File: config.mk
export PLATFORM = sky130hd
export DESIGN_NAME = pcie_fifo_burst_reader
export DESIGN_NICKNAME = d
export VERILOG_FILES = /design/src/rtl/pcie_dma_pkg.sv /design/src/rtl/pcie_rd_skid.sv /design/src/rtl/pcie_fifo_burst_reader.sv
export SDC_FILE = /design/constraint.sdc
export NUM_CORES = 1
export LEC_CHECK = 0
export ABC_AREA = 0
export CAP_MARGIN = 20
export CELL_PAD_IN_SITES_DETAIL_PLACEMENT = 1
export CELL_PAD_IN_SITES_GLOBAL_PLACEMENT = 1
export CORE_AREA = 2 2 174 176
export CTS_BUF_LIST = sky130_fd_sc_hd__clkbuf_2 sky130_fd_sc_hd__clkbuf_4 sky130_fd_sc_hd__clkbuf_8
export DETAILED_ROUTE_END_ITERATION = 10
export DIE_AREA = 0 0 176 178
export HOLD_SLACK_MARGIN = 0.03
export PLACE_DENSITY_LB_ADDON = 0.1
export SLEW_MARGIN = 25
export SYNTH_ARGS = -nofsm -noshare
export SYNTH_HDL_FRONTEND = slang
export SYNTH_HIERARCHICAL = 1
export SYNTH_SLANG_ARGS = --single-unit
File: constraint.sdc
create_clock -name rd_clk -period 7.8 [get_ports rd_clk]
set_input_delay 2.34 -clock rd_clk [delete_from_list [all_inputs] [get_ports rd_clk]]
set_output_delay 2.34 -clock rd_clk [all_outputs]
set_load 0.01 [all_outputs]
File: src/rtl/pcie_dma_pkg.sv
// Shared state encoding, beat geometry and request-length helper for the
// PCIe-side DMA readers.
package pcie_dma_pkg;

    typedef enum logic [1:0] {
        IDLE = 2'd0,
        REQ  = 2'd1,
        DATA = 2'd2
    } state_e;

    localparam int BEAT_BYTES = 16;
    localparam int BEAT_SHIFT = $clog2(BEAT_BYTES);

    // The DMA engine expects burst lengths as beats minus one.
    function automatic logic [7:0] encodeReqLen(input int beats);
        return 8'(beats - 1);
    endfunction

endpackage

File: src/rtl/pcie_rd_skid.sv
// Two-entry registered buffer between a fixed-latency read port and a
// valid/ready consumer; the head stays stable until it is popped.
module pcie_rd_skid #(
    parameter int WIDTH = 128
)(
    input  logic             clk_i,
    input  logic             rst_i,
    input  logic             push_i,
    input  logic [WIDTH-1:0] pushData_i,
    input  logic             pop_i,
    output logic             valid_o,
    output logic [WIDTH-1:0] head_o,
    output logic [1:0]       entries_o
);

    logic [WIDTH-1:0] slot_q [2];
    logic             wrPtr_q;
    logic             rdPtr_q;
    logic [1:0]       count_q;
    logic             popOk;
    logic             pushOk;

    assign popOk  = pop_i && (count_q != 2'd0);
    assign pushOk = push_i && ((count_q != 2'd2) || popOk);

    always_ff @(posedge clk_i or posedge rst_i) begin
        if (rst_i) begin
            wrPtr_q <= 1'b0;
            rdPtr_q <= 1'b0;
            count_q <= 2'd0;
        end else begin
            if (pushOk) begin
                wrPtr_q <= ~wrPtr_q;
            end
            if (popOk) begin
                rdPtr_q <= ~rdPtr_q;
            end
            count_q <= count_q + {1'b0, pushOk} - {1'b0, popOk};
        end
    end

    // Payload slots carry no reset; occupancy alone decides what is valid.
    always_ff @(posedge clk_i) begin
        if (pushOk) begin
            slot_q[wrPtr_q] <= pushData_i;
        end
    end

    assign valid_o   = (count_q != 2'd0);
    assign head_o    = slot_q[rdPtr_q];
    assign entries_o = count_q;

endmodule

File: src/rtl/pcie_fifo_burst_reader.sv
// Drains the audio-to-PCIe FIFO read side into fixed-length DMA write bursts
// placed at successive slots of a host ring buffer.
module pcie_fifo_burst_reader
    import pcie_dma_pkg::*;
#(
    parameter int                    DATA_WIDTH  = 128,
    parameter int                    LEVEL_WIDTH = 14,
    parameter int                    BURST_BEATS = 16,
    parameter int                    ADDR_WIDTH  = 32,
    parameter logic [ADDR_WIDTH-1:0] BASE_ADDR   = '0,
    parameter int                    RING_BEATS  = 4096
)(
    input  logic                   rd_clk,
    input  logic                   rd_rst,
    input  logic                   enable,
    output logic                   fifo_rd_en,
    input  logic [DATA_WIDTH-1:0]  fifo_rd_data,
    input  logic                   fifo_rd_empty,
    input  logic [LEVEL_WIDTH-1:0] fifo_rd_water_level,
    output logic                   req_valid,
    input  logic                   req_ready,
    output logic [ADDR_WIDTH-1:0]  req_addr,
    output logic [7:0]             req_len,
    output logic                   dat_valid,
    input  logic                   dat_ready,
    output logic [DATA_WIDTH-1:0]  dat_data,
    output logic                   dat_last,
    output logic [15:0]            burst_count
);

    localparam int CNT_W = $clog2(BURST_BEATS) + 1;
    localparam int PTR_W = $clog2(RING_BEATS);
    localparam logic [CNT_W-1:0]       FULL_CNT   = CNT_W'(BURST_BEATS);
    localparam logic [CNT_W-1:0]       LAST_IDX   = CNT_W'(BURST_BEATS - 1);
    localparam logic [PTR_W-1:0]       PTR_STEP   = PTR_W'(BURST_BEATS);
    localparam logic [LEVEL_WIDTH-1:0] LEVEL_NEED = LEVEL_WIDTH'(BURST_BEATS);

    state_e           state_q, state_d;
    logic [CNT_W-1:0] fetchCnt_q, fetchCnt_d;
    logic [CNT_W-1:0] beatCnt_q, beatCnt_d;
    logic [PTR_W-1:0] ptr_q, ptr_d;
    logic [15:0]      burstCount_q, burstCount_d;
    logic             inflight_q;

    logic             bufValid;
    logic [1:0]       entries;
    logic [2:0]       credit;
    logic             pop;
    logic             rdEn;
    logic             lastFire;

    pcie_rd_skid #(
        .WIDTH(DATA_WIDTH)
    ) u_skid (
        .clk_i      (rd_clk),
        .rst_i      (rd_rst),
        .push_i     (inflight_q),
        .pushData_i (fifo_rd_data),
        .pop_i      (pop),
        .valid_o    (bufValid),
        .head_o     (dat_data),
        .entries_o  (entries)
    );

    assign pop      = bufValid && dat_ready;
    assign dat_valid = bufValid;
    assign dat_last = bufValid && (beatCnt_q == LAST_IDX);
    assign lastFire = pop && dat_last;

    // A read is allowed only if its word still finds room once it lands a cycle later.
    assign credit = {1'b0, entries} + {2'b00, inflight_q};
    assign rdEn   = (state_q == DATA) && (fetchCnt_q < FULL_CNT) && !fifo_rd_empty
                    && (credit <= 3'd1 + {2'b00, pop});

    assign fifo_rd_en  = rdEn;
    assign req_valid   = (state_q == REQ);
    assign req_addr    = BASE_ADDR + (ADDR_WIDTH'(ptr_q) << BEAT_SHIFT);
    assign req_len     = encodeReqLen(BURST_BEATS);
    assign burst_count = burstCount_q;

    always_comb begin
        state_d      = state_q;
        fetchCnt_d   = fetchCnt_q;
        beatCnt_d    = beatCnt_q;
        ptr_d        = ptr_q;
        burstCount_d = burstCount_q;
        case (state_q)
            IDLE: begin
                if (enable && (fifo_rd_water_level >= LEVEL_NEED)) begin
                    state_d = REQ;
                end
            end
            REQ: begin
                if (req_ready) begin
                    state_d    = DATA;
                    fetchCnt_d = '0;
                    beatCnt_d  = '0;
                end
            end
            DATA: begin
                if (rdEn) begin
                    fetchCnt_d = fetchCnt_q + CNT_W'(1);
                end
                if (pop) begin
                    beatCnt_d = beatCnt_q + CNT_W'(1);
                end
                // Ring power-of-two size lets the pointer wrap by truncation.
                if (lastFire) begin
                    state_d      = IDLE;
                    ptr_d        = ptr_q + PTR_STEP;
                    burstCount_d = burstCount_q + 16'd1;
                end
            end
            default: begin
                state_d = IDLE;
            end
        endcase
    end

    always_ff @(posedge rd_clk or posedge rd_rst) begin
        if (rd_rst) begin
            state_q      <= IDLE;
            fetchCnt_q   <= '0;
            beatCnt_q    <= '0;
            ptr_q        <= '0;
            burstCount_q <= '0;
            inflight_q   <= 1'b0;
        end else begin
            state_q      <= state_d;
            fetchCnt_q   <= fetchCnt_d;
            beatCnt_q    <= beatCnt_d;
            ptr_q        <= ptr_d;
            burstCount_q <= burstCount_d;
            inflight_q   <= rdEn;
        end
    end

endmodule

==> results of run 1 <==
-- registers in the layout, summed over array words and instances (netlist names) --
register and count:
u_skid/slot_q 256, inflight_q 1, u_skid/entries_o 2, burst_count 16, u_skid/wrPtr_q 1, ptr_q 8
beatCnt_q 5, u_skid/rdPtr_q 1, fetchCnt_q 5, state_q 2
-- power breakdown --
part	internal, uW	total [uW]	switching [uW]
registers	1910	2010	107
logic	776	1390	610
clock network	715	1310	594
-- area by class of cell --
class / count / area [um2]
timing repair buffer: 306 / 3058
inverter: 13 / 48.80
clock buffer: 64 / 812.0
fill: 2798 / 13550
multi-input combinational: 302 / 2575
sequential: 297 / 8717
antenna: 2 / 5.005
clock inverter: 29 / 151.4
tap: 390 / 488.0
-- logic make-up after synthesis --
kind of cell    after synthesis
compound gates               17
simple gates                 85
flops                       297
xor+xnor                     27
mux                         130
fa+ha+maj                    11
other cells                   2
buf+inv                      62
-- routing by layer --
| layer | vias up | wire (um) | part of all wire, % | GRT usage (%) |
|---|---|---|---|---|
| met5 | - | 0 | 0 | 0 |
| met4 | 0 | 835 | 3.0 | 6.233 |
| met3 | 59 | 1822 | 6.6 | 4.795 |
| met2 | 237 | 14250 | 51 | 30.45 |
| met1 | 3283 | 10910 | 39 | 21.04 |
| li1 | 3012 | - | - | - |
-- critical path, cell delays in order --
cell             delay [ns]
clkdlybuf4s50_1        0.55
nand2_1                0.12
inv_1                  0.16
fa_1                   0.46
or3b_2                 0.54
a21oi_4                0.28
clkdlybuf4s50_1        0.60
-- stage by stage --
stage	util (%)	hold slack [ns]
2_1_floorplan	-	0.4669
3_3_place_gp	50.63	0.4632
3_5_place_dp	50.63	0.4551
4_1_cts	53.91	0.4759
5_1_grt	53.92	0.4892
6_report	53.93	0.4730
-- path summary, 6_finish.rpt --
kind | start | end | slack [ns] | depth (start not counted)
min in group asynchronous | rd_rst | u_skid/rdPtr_q$_DFFE_PP0P_ | 2.01 | 2
worst max-delay path | dat_ready | fifo_rd_en | 0.41 | 7
worst max register to register | u_skid/entries_o[1]$_DFF_PP0_ | u_skid/slot_q[1][23]$_DFFE_PP_ | 4.95 | 6
worst min register to register | ptr_q[11]$_DFFE_PP0P_ | ptr_q[11]$_DFFE_PP0P_ | 0.47 | 1
worst min-delay path | ptr_q[11]$_DFFE_PP0P_ | ptr_q[11]$_DFFE_PP0P_ | 0.47 | 1
max in group asynchronous | rd_rst | burst_count[8]$_DFFE_PP0P_ | 5.20 | 3
-- synth_stat cells, types with 2 or more instances --
cell type | number | area [um2]
and2_1 | 3 | 18.77
ha_1 | 10 | 125.1
inv_1 | 13 | 48.80
dfrtp_1 | 41 | 1026
xnor2_1 | 17 | 148.9
nand4_1 | 5 | 31.28
nand2b_1 | 4 | 25.02
mux2i_1 | 2 | 20.02
a211oi_1 | 2 | 15.01
a21oi_1 | 5 | 25.02
edfxtp_1 | 256 | 7687
conb_1 | 2 | 7.510
nand2_1 | 21 | 78.83
mux2_2 | 128 | 1441
nor3_1 | 2 | 10.01
buf_6 | 13 | 146.4
buf_4 | 33 | 247.7
or2_2 | 2 | 12.51
buf_2 | 3 | 15.01
nor4_1 | 2 | 12.51
nand3_1 | 10 | 50.05
nand4_2 | 2 | 25.02
xor2_1 | 10 | 87.58
nor2_1 | 19 | 71.32
and3_1 | 2 | 12.51
and4_1 | 3 | 26.28
==> results.md, run 1 <==
- Clock Path Buffers: 3
- CP arrival: 5.05 ns
- DRT iter0 DRCs: 318
- Final Routed Wirelength: 27810 um
- TritonCTS Buffers: 50
- Final hold violation count: 0
- Final period utilization: 94.75%
- Syn. warnings: 6
- WP data required: 5.46 ns
- Async SR Flop Fraction: 13.80%
- Post-synth EDFFs: 256
- Area share of xor/xnor cells in the synthesized design: 2.035%
- Post-CTS Resized: 0
- Number of global-route vias before repair: 7190
- Mean post-synth cell area: 18.42 um2
- Sequential share of the synthesized area: 74.97%
- VDD IR max: 0.1266 mV
- Drt wl/cell: 19.82 um
- Cell Rows: 63
- Vias per cell: 4.698
- Unrepaired setup endpoints after global routing: no
- Worst Tran Pin Value: 0.7477 ns
- Post-CTS Setup Bufs: 0
- Initial antenna violation count: 2
- Cts-stage hold buffer count: 0
- Overall die height: 178 um
- Largest family of logic cells by synthesized area: multiplexers
- Synthesized flop and latch total: 297
- Simple-gate share of the synthesized area: 4.059%
- Largest net degree at the start of global routing: 100
- Dpl hpwl: 19140 um
- Htree depth: 2
- Die X-Extent: 176 um
- Total chip power: 4709 uW
- Synth Flop Type: edfxtp_1
- Place WS: 0.4245 ns
- Die ar.: 31330 um2
- GRT Total Usage: 17.53%
- Detailed Routing Iterations Pass 1: 4
- Final setup violation count: 0
- Final TNS setup: 0 ns
- Syn Inst Count: 631
- Power density over cell area: 297.0 nW/um2
- Max-slew violation count: 0
- Final GP Congestion: 0.7519
- Most frequent cells in the layout: clkdlybuf4s50_1 (299), edfxtp_1 (256), mux2_2 (128)
- Mapped Area: 11620 um2
- Post-route DRC: 0
- CP Max Fanout: 7
- Dpl cell area: 14890 um2
- Clock transition at path regs: 0.06 ns
- Placed insts: 1308
- Leak pwr: 0.005644 uW
- Clock skew: 0.02685 ns
- PortBufs: 299
- Rel. slew slack: 50.15%
- Outcome: finished, final reports clean
- Fmax: 0.1353 GHz
- Synth Area in Compound Gates: 1.109%
- Clock Latency Late Sink: 0.56 ns
- Synth Area in Adders: 1.249%
- Vias: 6591
- Layout cell share with drive strength beyond 1: 21.76%
- Root Buffer: clkbuf_8
- IO Count: 336
- Crit path launch type: input pin
- Mux cell area share after synthesis: 12.57%
- Crit path kind: in -> out
- First-pass GRT wire length: 41860 um
- Setup WS post-layout: 0.4097 ns
- Final Instance Count excl. Fillers: 1403
- Clk sinks: 297
- Final #Nets: 1129
- Core area: 29400 um2
- Hold Path Class: reg -> reg
- Yosys cell types: 47
- Final instance area: 15860 um2
- ANT nets after route: 0
- Max cap viols: 0
- Crit. End Element: output port
- Grt total ovfl: 0
- Post-layout minimum cycle time: 7.390 ns
- Commonest non-fill, non-tap cell in the layout: clkdlybuf4s50_1
- Area growth, synth to finish: 36.42%
- CTS tree: built
- Initial Util: 39.53%
(Power assumes the default switching activity.)
==> inputs of run 2 (changes only) <==
--- a/config.mk
+++ b/config.mk
@@ -13,6 +13,7 @@
 export CTS_BUF_LIST = sky130_fd_sc_hd__clkbuf_2 sky130_fd_sc_hd__clkbuf_4 sky130_fd_sc_hd__clkbuf_8
 export DETAILED_ROUTE_END_ITERATION = 10
 export DIE_AREA = 0 0 176 178
+export DONT_BUFFER_PORTS = 1
 export HOLD_SLACK_MARGIN = 0.03
 export PLACE_DENSITY_LB_ADDON = 0.1
 export SLEW_MARGIN = 25
==> constraint.sdc (replaced) <==
create_clock -name rd_clk -period 7.8 [get_ports rd_clk]
set_input_delay 2.34 -clock rd_clk [delete_from_list [all_inputs] [get_ports rd_clk]]
set_output_delay 2.34 -clock rd_clk [all_outputs]
set_load 0.005 [all_outputs]
==> run 2 against run 1 <==
Compared with the run above:
- final area down 18%
- global-route usage is 2.1 points lower
- sequential cell count stayed put
- clock power barely moved
- count of clock-buffer cells in the layout rose by 10
- via count is 19% lower
- worst hold slack improved by 0.040 ns
- combinational power is 42% lower
- final cell count shrank 21%
- critical endpoint unchanged
- largest cell class unchanged
- highest routed layer unchanged
==> results.md, run 2 (synthesis gave the netlist of run 1 again) <==
- TritonCTS Buffers: 50 (unchanged)
- Dpl hpwl: 17160 um (-10%)
- Crit path launch type: input pin
- Leak pwr: 0.004531 uW (-20%)
- DRT iter0 DRCs: 232 (-27%)
- Vias: 5367 (-19%)
- Final TNS setup: 0 ns (unchanged)
- First-pass GRT wire length: 36340 um (-13%)
- Area growth, synth to finish: 11.34%
- Cts-stage hold buffer count: 0 (unchanged)
- Crit path kind: in -> out
- Post-CTS Setup Bufs: 0 (unchanged)
- Clock transition at path regs: 0.06 ns (about the same)
- Final GP Congestion: 0.7029 (-6.5%)
- CP arrival: 3.86 ns (-1.19 ns)
- Final #Nets: 831 (-26%)
- Die ar.: 31330 um2 (unchanged)
- IO Count: 336 (unchanged)
- Number of global-route vias before repair: 5899 (-18%)
- Worst path cell trace: nand2_1 -> inv_1 -> fa_1 -> or3b_2 -> a21oi_4
- Power density over cell area: 320.2 nW/um2 (+7.8%)
- Commonest non-fill, non-tap cell in the layout: edfxtp_1
- PortBufs: 0 (-100%)
- Core area: 29400 um2 (unchanged)
- N_diodes: 0 (-2)
- Slowest-stage cell, CP: or3b_2
- Unrepaired setup endpoints after global routing: no
- GR Layer Usage met1: 16.12% (-4.9 points)
- Rel. slew slack: 54.34% (+4.2 points)
- Fill cells: 2806 (+0.29%)
- Grt met3 use: 7.460% (+2.7 points)
- Die X-Extent: 176 um (unchanged)
- Final period utilization: 79.50% (-15 points)
- Max cap viols: 0 (unchanged)
- CP Max Fanout: 7 (unchanged)
- Clock Latency Late Sink: 0.56 ns (about the same)
- Final setup violation count: 0 (unchanged)
- GRT Total Usage: 15.41% (-2.1 points)
- Crit. End Element: output port
- Post-layout minimum cycle time: 6.201 ns (-1.189 ns)
- Max-slew violation count: 0 (unchanged)
- Worst hold margin: 0.5134 ns (+0.04036 ns)
- Root Buffer: clkbuf_8
- R2R cell count: 7 (+1)
- Final instance area: 12940 um2 (-18%)
- Detailed Routing Iterations Pass 1: 4 (unchanged)
- Outcome: finished, final reports clean
- Final hold violation count: 0 (unchanged)
- Htree depth: 2 (unchanged)
- Clock Path Buffers: 3 (unchanged)
- Largest net degree at the start of global routing: 101 (+1.0%)
- CTS tree: built
- Max FFs per register: 256 (unchanged)
- Met2 Usage GRT: 27.21% (-3.2 points)
- Vias per cell: 4.866 (+3.6%)
- Cell Rows: 63 (unchanged)
- Post-route DRC: 0 (unchanged)
- Fmax: 0.1613 GHz (+19%)
- CP max stage delay: 0.54 ns (-0.06 ns)
- Post-CTS Resized: 0 (unchanged)
- Overall die height: 178 um (unchanged)
- ANT nets after route: 0 (unchanged)
- Worst Tran Pin Value: 0.6848 ns (-0.06290 ns)
- Busiest grt layer: met2
- Most frequent cells in the layout: edfxtp_1 (256), mux2_2 (128), clkbuf_8 (51)
- Initial antenna violation count: 0 (-2)
- Layout cell share with drive strength beyond 1: 32.12% (+10 points)
- Hold Path Class: reg -> reg
- Final Routed Wirelength: 24700 um (-11%)
- VDD IR max: 0.1569 mV (+24%)
- WP data required: 5.46 ns (about the same)
- Drt wl/cell: 22.40 um (+13%)
- Dpl cell area: 11930 um2 (-20%)
- Hold Path Stages: 1 (unchanged)
- Clk sinks: 297 (unchanged)
- Initial Util: 39.53% (unchanged)
- Grt total ovfl: 0 (unchanged)
- Reg with most FFs: u_skid/slot_q
- Clock skew: 0.02181 ns (-0.005043 ns)
run 2: cell count changes in the layout (fill, tap and decap cells not counted), sizes merged:
| cell | previous run | this run |
|---|---|---|
| buf | 7 | 8 |
| clkbuf | 64 | 74 |
| clkdlybuf4s50 | 299 | 0 |
| clkinv | 27 | 16 |
| diode | 2 | 0 |
| inv | 14 | 15 |
run 2: worst paths after layout:
path	slack [ns]	start	endpoint
worst max-delay path	1.60	dat_ready	fifo_rd_en
worst min-delay path	0.51	ptr_q[11]$_DFFE_PP0P_	ptr_q[11]$_DFFE_PP0P_
worst max register to register	4.83	u_skid/entries_o[1]$_DFF_PP0_	u_skid/slot_q[1][110]$_DFFE_PP_
worst min register to register	0.51	ptr_q[11]$_DFFE_PP0P_	ptr_q[11]$_DFFE_PP0P_
max in group asynchronous	5.62	rd_rst	burst_count[0]$_DFFE_PP0P_
min in group asynchronous	1.56	rd_rst	u_skid/entries_o[0]$_DFF_PP0_
run 2: layer usage:
layer	vias to the layer above	part of all wire, %
met1	2686	34
li1	2409	-
met3	50	11
met5	-	0
met2	222	52
met4	0	2.4
run 2: through the flow:
stage	total power (uW)	setup WS [ns]	util, %	cells
floorplan	2711	1.386	-	661
global placement	2821	1.628	40.40	1007
detailed placement	2873	1.576	40.56	1009
CTS	4233	1.577	43.92	1102
global route	4370	1.503	44.01	1103
finish	4144	1.599	44.01	1103
run 2: worst max-delay path: cells and delay by family:
kind | cells | cell delay [ns]
fa+ha+maj | 1 | 0.50
compound gates | 1 | 0.29
buf+inv | 1 | 0.11
simple gates | 2 | 0.63
run 2: area by class of cell:
type                            instances  area, um2  area share (%)
Clock buffer                           74      874.6           6.759
Multi-Input combinational cell        302       2575           19.90
Clock inverter                         19      111.4          0.8606
Sequential cell                       297       8717           67.37
Timing Repair Buffer                    8      125.1          0.9669
Tap cell                              390      488.0           3.771
Inverter                               13      48.80          0.3771
run 2: power by group:
group	switching [uW]	internal, uW	total, uW	leakage [uW]
registers	102	1910	2010	0.00285
logic	439	368	807	0.00115
clock network	578	751	1330	0.000528
